$ cat config.mk
export PLATFORM = sky130hd
export DESIGN_NAME = cam_capture_rgb565
export DESIGN_NICKNAME = d
export VERILOG_FILES = /design/src/rtl/cam_capture_rgb565_pkg.sv /design/src/rtl/cam_capture_rgb565_byte_pair.sv /design/src/rtl/cam_capture_rgb565.sv
export SDC_FILE = /design/constraint.sdc
export NUM_CORES = 1
export LEC_CHECK = 0
export BUFFER_PORTS_ARGS = -buffer_cell sky130_fd_sc_hd__clkbuf_2
export CAP_MARGIN = 5
export CORE_ASPECT_RATIO = 1.4
export CORE_MARGIN = 1.5
export CORE_UTILIZATION = 47
export CTS_CLUSTER_SIZE = 8
export DETAILED_ROUTE_END_ITERATION = 8
export GPL_ROUTABILITY_DRIVEN = 0
export PLACE_DENSITY_LB_ADDON = 0.05
export SYNTH_ARGS = -nofsm -noshare
export SYNTH_HDL_FRONTEND = slang
export SYNTH_SLANG_ARGS = --single-unit
$ cat constraint.sdc
create_clock -name iClk -period 2.35 [get_ports iClk]
set_input_delay 0.235 -clock iClk [delete_from_list [all_inputs] [get_ports iClk]]
set_output_delay 0.235 -clock iClk [all_outputs]
set_load 0.005 [all_outputs]
$ cat src/rtl/cam_capture_rgb565_pkg.sv
// ----------------------------------------------------------------------------
// cam_capture_rgb565_pkg : shared capture FSM encoding and default geometry
// Rev 1.0
// ----------------------------------------------------------------------------
`default_nettype none

package cam_capture_rgb565_pkg;

  localparam int unsigned DEF_SRC_W  = 640;
  localparam int unsigned DEF_SRC_H  = 480;
  localparam int unsigned DEF_DST_W  = 480;
  localparam int unsigned DEF_DST_H  = 272;
  localparam int unsigned DEF_X_OFF  = 80;
  localparam int unsigned DEF_Y_OFF  = 104;
  localparam int unsigned DEF_ADDR_W = 17;

  typedef enum logic [1:0] {
    ST_IDLE    = 2'd0,
    ST_WAIT_VS = 2'd1,
    ST_CAPTURE = 2'd2,
    ST_DONE    = 2'd3
  } cap_state_e;

  typedef logic [15:0] pixel_t;

endpackage

`default_nettype wire

$ cat src/rtl/cam_capture_rgb565_byte_pair.sv
// ----------------------------------------------------------------------------
// cam_byte_pair : joins high/low camera bytes into one RGB565 pixel strobe
// Rev 1.0
// ----------------------------------------------------------------------------
`default_nettype none

module cam_byte_pair
  import cam_capture_rgb565_pkg::*;
(
  input  logic       clk_i,
  input  logic       rst_i,
  input  logic       en_i,
  input  logic       clr_i,
  input  logic [7:0] byte_i,
  output logic       pix_vld_o,
  output pixel_t     pix_o
);

  logic       phase_q;
  logic [7:0] hi_q;
  logic       pix_vld_q;
  pixel_t     pix_q;

  // A pending high byte is simply forgotten on clear, so an odd trailing byte never writes.
  always_ff @(posedge clk_i) begin
    if (rst_i) begin
      phase_q   <= 1'b0;
      hi_q      <= 8'd0;
      pix_vld_q <= 1'b0;
      pix_q     <= '0;
    end else begin
      pix_vld_q <= 1'b0;
      if (clr_i) begin
        phase_q <= 1'b0;
      end else if (en_i) begin
        if (!phase_q) begin
          hi_q    <= byte_i;
          phase_q <= 1'b1;
        end else begin
          pix_q     <= {hi_q, byte_i};
          pix_vld_q <= 1'b1;
          phase_q   <= 1'b0;
        end
      end
    end
  end

  assign pix_vld_o = pix_vld_q;
  assign pix_o     = pix_q;

endmodule

`default_nettype wire

$ cat src/rtl/cam_capture_rgb565.sv
// ----------------------------------------------------------------------------
// cam_capture_rgb565 : camera RGB565 capture of a cropped window into a frame buffer
// Rev 1.0
// ----------------------------------------------------------------------------
`default_nettype none

module cam_capture_rgb565
  import cam_capture_rgb565_pkg::*;
#(
  parameter int unsigned SRC_W  = DEF_SRC_W,
  parameter int unsigned SRC_H  = DEF_SRC_H,
  parameter int unsigned DST_W  = DEF_DST_W,
  parameter int unsigned DST_H  = DEF_DST_H,
  parameter int unsigned X_OFF  = DEF_X_OFF,
  parameter int unsigned Y_OFF  = DEF_Y_OFF,
  parameter int unsigned ADDR_W = DEF_ADDR_W
) (
  input  logic              iClk,
  input  logic              iRst,
  input  logic              iEnable,
  input  logic              iVsync,
  input  logic              iHref,
  input  logic [7:0]        iData,
  output logic              oWrEn,
  output logic [ADDR_W-1:0] oWrAddr,
  output logic [15:0]       oWrData,
  output logic              oFrameDone,
  output logic              oFrameErr
);

  localparam int unsigned       COL_W     = $clog2(SRC_W + 1);
  localparam int unsigned       LINE_W    = $clog2(SRC_H + 1);
  localparam logic [COL_W-1:0]  COL_MAX   = COL_W'(SRC_W);
  localparam logic [LINE_W-1:0] LINE_MAX  = LINE_W'(SRC_H);
  localparam logic [ADDR_W-1:0] LAST_ADDR = ADDR_W'(DST_W * DST_H - 1);

  logic              vs_q, vs_prev_q, href_q, href_prev_q;
  logic [7:0]        data_q;
  cap_state_e        state_q;
  logic [COL_W-1:0]  col_q, col_d;
  logic [LINE_W-1:0] line_q, line_d;
  logic [ADDR_W-1:0] addr_q, addr_d;
  logic              wr_en_q, done_q, err_q;
  logic [ADDR_W-1:0] wr_addr_q;
  pixel_t            wr_data_q;

  logic        vs_rise, vs_fall, href_fall, capturing, start;
  logic        in_win, wr_hit, last_wr, pix_vld;
  logic [31:0] col_x, line_x;
  pixel_t      pix_data;

  assign vs_rise   = vs_q & ~vs_prev_q;
  assign vs_fall   = ~vs_q & vs_prev_q;
  assign href_fall = ~href_q & href_prev_q;
  assign capturing = (state_q == ST_CAPTURE);
  assign start     = (state_q == ST_WAIT_VS) & vs_fall;

  cam_byte_pair u_byte_pair (
    .clk_i     (iClk),
    .rst_i     (iRst),
    .en_i      (capturing & href_q),
    .clr_i     (href_fall | start),
    .byte_i    (data_q),
    .pix_vld_o (pix_vld),
    .pix_o     (pix_data)
  );

  assign col_x  = 32'(col_q);
  assign line_x = 32'(line_q);
  assign in_win = (col_x >= X_OFF) && (col_x < X_OFF + DST_W) && (col_x < SRC_W) &&
                  (line_x >= Y_OFF) && (line_x < Y_OFF + DST_H);

  // An aborting VSYNC edge suppresses the write so WAIT_VS never sees a strobe.
  assign wr_hit  = capturing & pix_vld & in_win & ~vs_rise;
  assign last_wr = capturing & wr_en_q & (wr_addr_q == LAST_ADDR);

  always_comb begin
    col_d  = col_q;
    line_d = line_q;
    addr_d = addr_q;
    if (start) begin
      col_d  = '0;
      line_d = '0;
      addr_d = '0;
    end else if (capturing) begin
      if (href_fall) begin
        col_d = '0;
        if (line_q != LINE_MAX) line_d = line_q + LINE_W'(1);
      end else if (pix_vld && (col_q != COL_MAX)) begin
        col_d = col_q + COL_W'(1);
      end
      if (wr_hit) addr_d = addr_q + ADDR_W'(1);
    end
  end

  always_ff @(posedge iClk) begin
    if (iRst) begin
      vs_q        <= 1'b0;
      vs_prev_q   <= 1'b0;
      href_q      <= 1'b0;
      href_prev_q <= 1'b0;
      data_q      <= 8'd0;
      state_q     <= ST_IDLE;
      col_q       <= '0;
      line_q      <= '0;
      addr_q      <= '0;
      wr_en_q     <= 1'b0;
      wr_addr_q   <= '0;
      wr_data_q   <= '0;
      done_q      <= 1'b0;
      err_q       <= 1'b0;
    end else begin
      vs_q        <= iVsync;
      vs_prev_q   <= vs_q;
      href_q      <= iHref;
      href_prev_q <= href_q;
      data_q      <= iData;
      col_q       <= col_d;
      line_q      <= line_d;
      addr_q      <= addr_d;
      wr_en_q     <= wr_hit;
      if (wr_hit) begin
        wr_addr_q <= addr_q;
        wr_data_q <= pix_data;
      end
      done_q <= 1'b0;
      err_q  <= 1'b0;
      case (state_q)
        ST_IDLE:    if (iEnable) state_q <= ST_WAIT_VS;
        ST_WAIT_VS: if (vs_fall) state_q <= ST_CAPTURE;
        ST_CAPTURE: begin
          if (last_wr) begin
            state_q <= ST_DONE;
            done_q  <= 1'b1;
          end else if (vs_rise) begin
            state_q <= ST_WAIT_VS;
            err_q   <= 1'b1;
          end
        end
        ST_DONE:    state_q <= iEnable ? ST_WAIT_VS : ST_IDLE;
        default:    state_q <= ST_IDLE;
      endcase
    end
  end

  assign oWrEn      = wr_en_q;
  assign oWrAddr    = wr_addr_q;
  assign oWrData    = wr_data_q;
  assign oFrameDone = done_q;
  assign oFrameErr  = err_q;

endmodule

`default_nettype wire

* Word level (Yosys, flattened, before mapping)
Cells that the tools add are included.
** Operators by class
- Add/sub/neg operators :: 3
- Magnitude comparators :: 5
- Equality and inequality tests :: 9
- Multiplexer cells :: 12
- Bitwise gates (word level) :: 19
- Reduce and logical (&&, ||, !) cells :: 18
** Operator list (count)
- less-than comparator 10 bit, second input constant :: 2
- two-way mux 10 bit :: 2
- adder 17 x 1 -> 17 bit, second input constant :: 1
- == test 17 bit, second input constant :: 1
- AND reduction 3 bit :: 4
- adder 10 x 1 -> 10 bit, second input constant :: 1
- AND 1 bit :: 10
- >= comparator 10 x 7 -> 1 bit, second input constant :: 1
- != test 10 bit, second input constant :: 1
- adder 9 x 1 -> 9 bit, second input constant :: 1
- >= comparator 9 x 7 -> 1 bit, second input constant :: 1
- less-than comparator 9 bit, second input constant :: 1
- != test 9 bit, second input constant :: 1
- two-way mux 2 bit :: 4
- NOT 1 bit :: 8
- case mux 2 bit (4 select lines) :: 1
- OR reduction 2 bit :: 3
- OR reduction 3 bit :: 2
- logical AND 1 bit :: 5
- two-way mux 1 bit :: 5
- == test 2 bit, second input constant :: 2
- != test 2 bit, second input constant :: 2
- AND reduction 2 bit :: 2
- != test 3 x 2 -> 1 bit, second input constant :: 1
- 4 further kinds :: 4
** Storage, ports and cells
- Register bits after elaboration :: 112
- Bits of input ports :: 13

* Logic depth before layout (Yosys ltp)
- Word-level depth :: 8
- Depth in mapped cells :: 8
- Mapped depth without buffers :: 7

* By module
A second synthesis with hierarchy kept.
** Second synthesis, totals
- Cells, all modules :: 514
- Area total of the unflattened synthesis :: 4596.9 µm²
** Modules (own cells, without submodules)
- cam_capture_rgb565 :: instances 1, cells an instance 421, area an instance 3550.9 µm², seq. area each 1721.7 µm²
- cam_byte_pair :: instances 1, cells an instance 93, area an instance 1046.0 µm², seq. area each 520.5 µm²

* Worst setup path after synthesis
No wires, ideal clock.
- Path kind :: reg-to-reg
- Start point :: register line_q[3]
- End point :: register addr_q[15]
- Arrival :: 1845 ps
- Required time :: 2280 ps
- Slack :: 434 ps
- Cell stages (with the launch flop) :: 8
- Clock period less this slack :: 1916 ps
- Path through :: dfxtp_1 buf_4 o211ai_2 a2111oi_4 nand3_2 buf_6 or4_1 a21oi_1
** On the way
- Cells in the longest elaborated chain, start to end :: 6
- Elaborated cells on any way between the ends :: 7
** Ends and longest elaborated chain
- start, declared :: line cam_capture_rgb565.sv:41 : logic [LINE_W-1:0] line_q, line_d;
- start signal, assigned :: line cam_capture_rgb565.sv:119 : line_q <= line_d;
- >= comparator 9 x 7 -> 1 bit :: line cam_capture_rgb565.sv:71 : (line_x >= Y_OFF) && (line_x < Y_OFF + DST_H);
- logical AND 1 bit :: line cam_capture_rgb565.sv:70 : assign in_win = (col_x >= X_OFF) && (col_x < X_OFF + DST_W) && (col_x < SRC_W) &&
- logical AND 1 bit * :: line cam_capture_rgb565.sv:71
- AND 1 bit * (2 in a row) :: line cam_capture_rgb565.sv:74 : assign wr_hit = capturing & pix_vld & in_win & ~vs_rise;
- AND reduction 2 bit (no source line) *
- end signal, assigned :: line cam_capture_rgb565.sv:120 : addr_q <= addr_d;
- end, declared :: line cam_capture_rgb565.sv:42 : logic [ADDR_W-1:0] addr_q, addr_d;
Every way passes the cells marked *; elsewhere a longest branch is shown, timed or not.
A chain may end at the register's enable or synchronous reset.

* Worst setup path after layout
- Start point :: register line_q[3]
- End point :: register addr_q[8]
Same word-level chain as after synthesis.

==> results.txt <==
min Tclk post-route -> 2.113 ns
Netlist cell types -> 50
Worst Path Required -> 2.62 ns
CTS Buf Count -> 9
PD cells -> 725.9 mW/mm^2
DRT Wirelength -> 9811 um
startpoint type of the worst setup path -> register
critical path peak fanout -> 11
post-cts sizing count -> 0
Worst Tran Pin Value -> 0.7530 ns
number of diodes -> 0
GRT Total Usage -> 20.40%
Worst Path Class, Setup -> reg -> reg
die area -> 0.009972 mm^2
H-tree Lvls -> 3
clock root cell -> clkbuf_16
# hold bufs at CTS -> 0
IR drop worst, VDD -> 0.0003696 V
Clock Skews -> 0.009049 ns
FFs w/ async S/R, synth -> 0%
Worst R2R End -> addr_q[8]
# nets final -> 583
final worst slack -> 0.2375 ns
# rows -> 41
vias in the first global route -> 3496
setup TNS -> 0 ns
Setup violations, final -> 0
die width -> 84.83 um
Critical R2R Launch -> line_q[3]
metal2 WL -> 5226 um
DRC viols -> 0
post-route ant nets -> 0
Top FF cell, synth -> dfxtp_1
Pre-Repair DR Iteration Count -> 4
synthesized flop and latch total -> 112
Post-Syn Nets -> 544
post-DR vias/cell -> 5.439
Top Ports -> 49
TritonCTS clock tree -> done
cell leakage power -> 1.830 nW
share of cells above drive strength 1 -> 14.04%
Post-synth EDFFs -> 0
Gate Count Post-Synth -> 526
max cap viols -> 0
Clock Sinks -> 112
Critical Path End Type -> register
Slew Limit Fails -> 0
GRT overflow -> 0
Slew HR -> 49.14%
worst min path class -> in -> reg
Chip Height -> 117.6 um
met3 wire len -> 279 um
worst reg2reg setup slack -> 0.24 ns
initial antenna violation count -> 0
Setup crit start -> line_q[3]
dpl cell area -> 0.004747 mm^2
Cell Area, Synth -> 0.004405 mm^2
Final Instance Area -> 0.005082 mm^2
Longest Clk Path Bufs -> 2
DR WL/cell -> 14.49 um
Initial Util -> 48.52%
worst path arrival time -> 2.39 ns
Avg Cell Area, Syn -> 8.375 um^2
Port Buffers -> 48
R2R depth -> 5
metal1 wirelength -> 4167 um
Worst Hold End -> href_q
outcome -> finished, final reports clean
clk_lat worst skew -> 0.35 ns
final worst path period share -> 89.90%
pre-CTS setup slack -> 0.2502 ns
Setup Buffers After CTS -> 0
area grow syn2layout -> 15.36%
CTS clk-pin slew, worst paths -> 0.07 ns
RSZ-0062 raised after global routing -> false
via count -> 3682
sequential-to-total area share from yosys stat -> 50.89%
Core ar. -> 0.009080 mm^2
drt initial violations -> 172
Layout fillers -> 855
DP Wirelength -> 6782 um
Syn. warnings -> 0
fin util -> 55.97%
first-pass GRT wire length -> 16440 um
FMAX -> 473.4 MHz
largest net degree at the start of global routing -> 72
Highest Signal Layer -> met4
Fin. Hold Viols -> 0
worst hold path startpoint -> iHref
worst hold path depth -> 2
placed cells by master, fill, tap and decap left out, types with 2 or more instances in the layout:
cell	instances
a21oi_1	77
a22oi_1	2
a31oi_1	2
a41o_1	2
and3_1	9
buf_12	2
buf_4	7
bufinv_16	2
clkbuf_16	9
clkbuf_2	48
dfxtp_1	112
ha_1	5
inv_1	10
inv_6	2
mux2i_1	2
nand2_1	133
nand3_1	8
nand4_1	14
nand4b_1	2
nor2_1	29
nor2b_1	14
nor3_1	6
nor4b_1	2
nor4bb_1	2
o21a_1	2
o21ai_0	8
o31ai_1	7
or2_2	2
or3_1	6
or4_1	8
xnor2_1	6
xor2_1	8
worst max path at each step:
stage	to	slack (ns)	cells after the start
floorplan	addr_q[15]	0.43	7
global placement	addr_q[14]	0.30	6
detailed placement	addr_q[8]	0.25	5
CTS	addr_q[8]	0.22	5
global route	addr_q[6]	0.007	5
finish	addr_q[8]	0.24	5
synthesized netlist by cell type, types with 4 or more instances:
master | n | share of area [%]
nand2_1 | 133 | 11
dfxtp_1 | 112 | 51
a21oi_1 | 77 | 8.7
nor2_1 | 29 | 2.5
clkbuf_1 | 21 | 1.8
nand4_1 | 14 | 2.0
nor2b_1 | 14 | 2.0
inv_1 | 10 | 0.85
and3_1 | 9 | 1.3
nand3_1 | 8 | 0.91
o21ai_0 | 8 | 0.91
or4_1 | 8 | 1.4
xor2_1 | 8 | 1.6
o31ai_1 | 7 | 1.2
nor3_1 | 6 | 0.68
or3_1 | 6 | 0.85
xnor2_1 | 6 | 1.2
ha_1 | 5 | 1.4
buf_2 | 4 | 0.45
state kept, by name (all words and copies together), names as in the netlist, 2 cells and up:
| register | cells |
|---|---|
| addr_q | 17 |
| col_q | 10 |
| data_q | 8 |
| line_q | 9 |
| oWrAddr | 17 |
| oWrData | 16 |
| state_q | 2 |
| u_byte_pair.hi_q | 8 |
| u_byte_pair.pix_o | 16 |
final cells by class:
class	instances	area, um^2	share of cell area (%)
clock buffer	10	239.0	4.702
clock inverter	6	96.34	1.896
inverter	10	37.54	0.7386
multi-input combinational	375	2001	39.36
sequential	112	2242	44.12
tap	107	133.9	2.634
timing repair buffer	57	332.8	6.549
per-layer routing:
metal / track usage (%) / vias up
met5: 0 / -
met4: 6.660 / 0
met3: 4.418 / 12
met2: 37.30 / 60
met1: 23.16 / 1725
li1: - / 1885
cells by family (layout without fill, tap and decap cells):
| kind of cell | after synthesis | in the layout | synth area share (%) |
|---|---|---|---|
| buffers and inverters | 39 | 83 | 3.692 |
| adders and majority gates | 5 | 5 | 1.420 |
| muxes | 2 | 2 | 0.4544 |
| and+or+nand+nor | 242 | 242 | 25.76 |
| xor gates and xnor gates | 14 | 14 | 2.783 |
| AOI/OAI and AO/OA | 112 | 112 | 15.00 |
| DFF | 112 | 112 | 50.89 |
report_power, final:
part	switching [mW]	leakage, nW	internal (mW)
clock	0.720	0.162	0.979
sequential	0.0101	0.905	1.91
combinational	0.0465	0.763	0.0248
worst max-delay path, cell delays in order, from the launching register on:
cell and delay (ns):
dfxtp_1 0.46, o211ai_2 0.14, a2111oi_4 0.40, nand4_1 0.43, or3_1 0.45, a21oi_1 0.15
through the flow:
step	hold slack (ns)	cells	power (mW)
2_1_floorplan	0.3265	526	2.009
6_report	0.09062	677	3.689
4_1_cts	0.08541	677	3.723
3_3_place_gp	0.4376	661	2.035
3_5_place_dp	0.4449	661	2.036
5_1_grt	0.09298	677	3.799
Note: power is estimated with default switching activity, not from simulation.
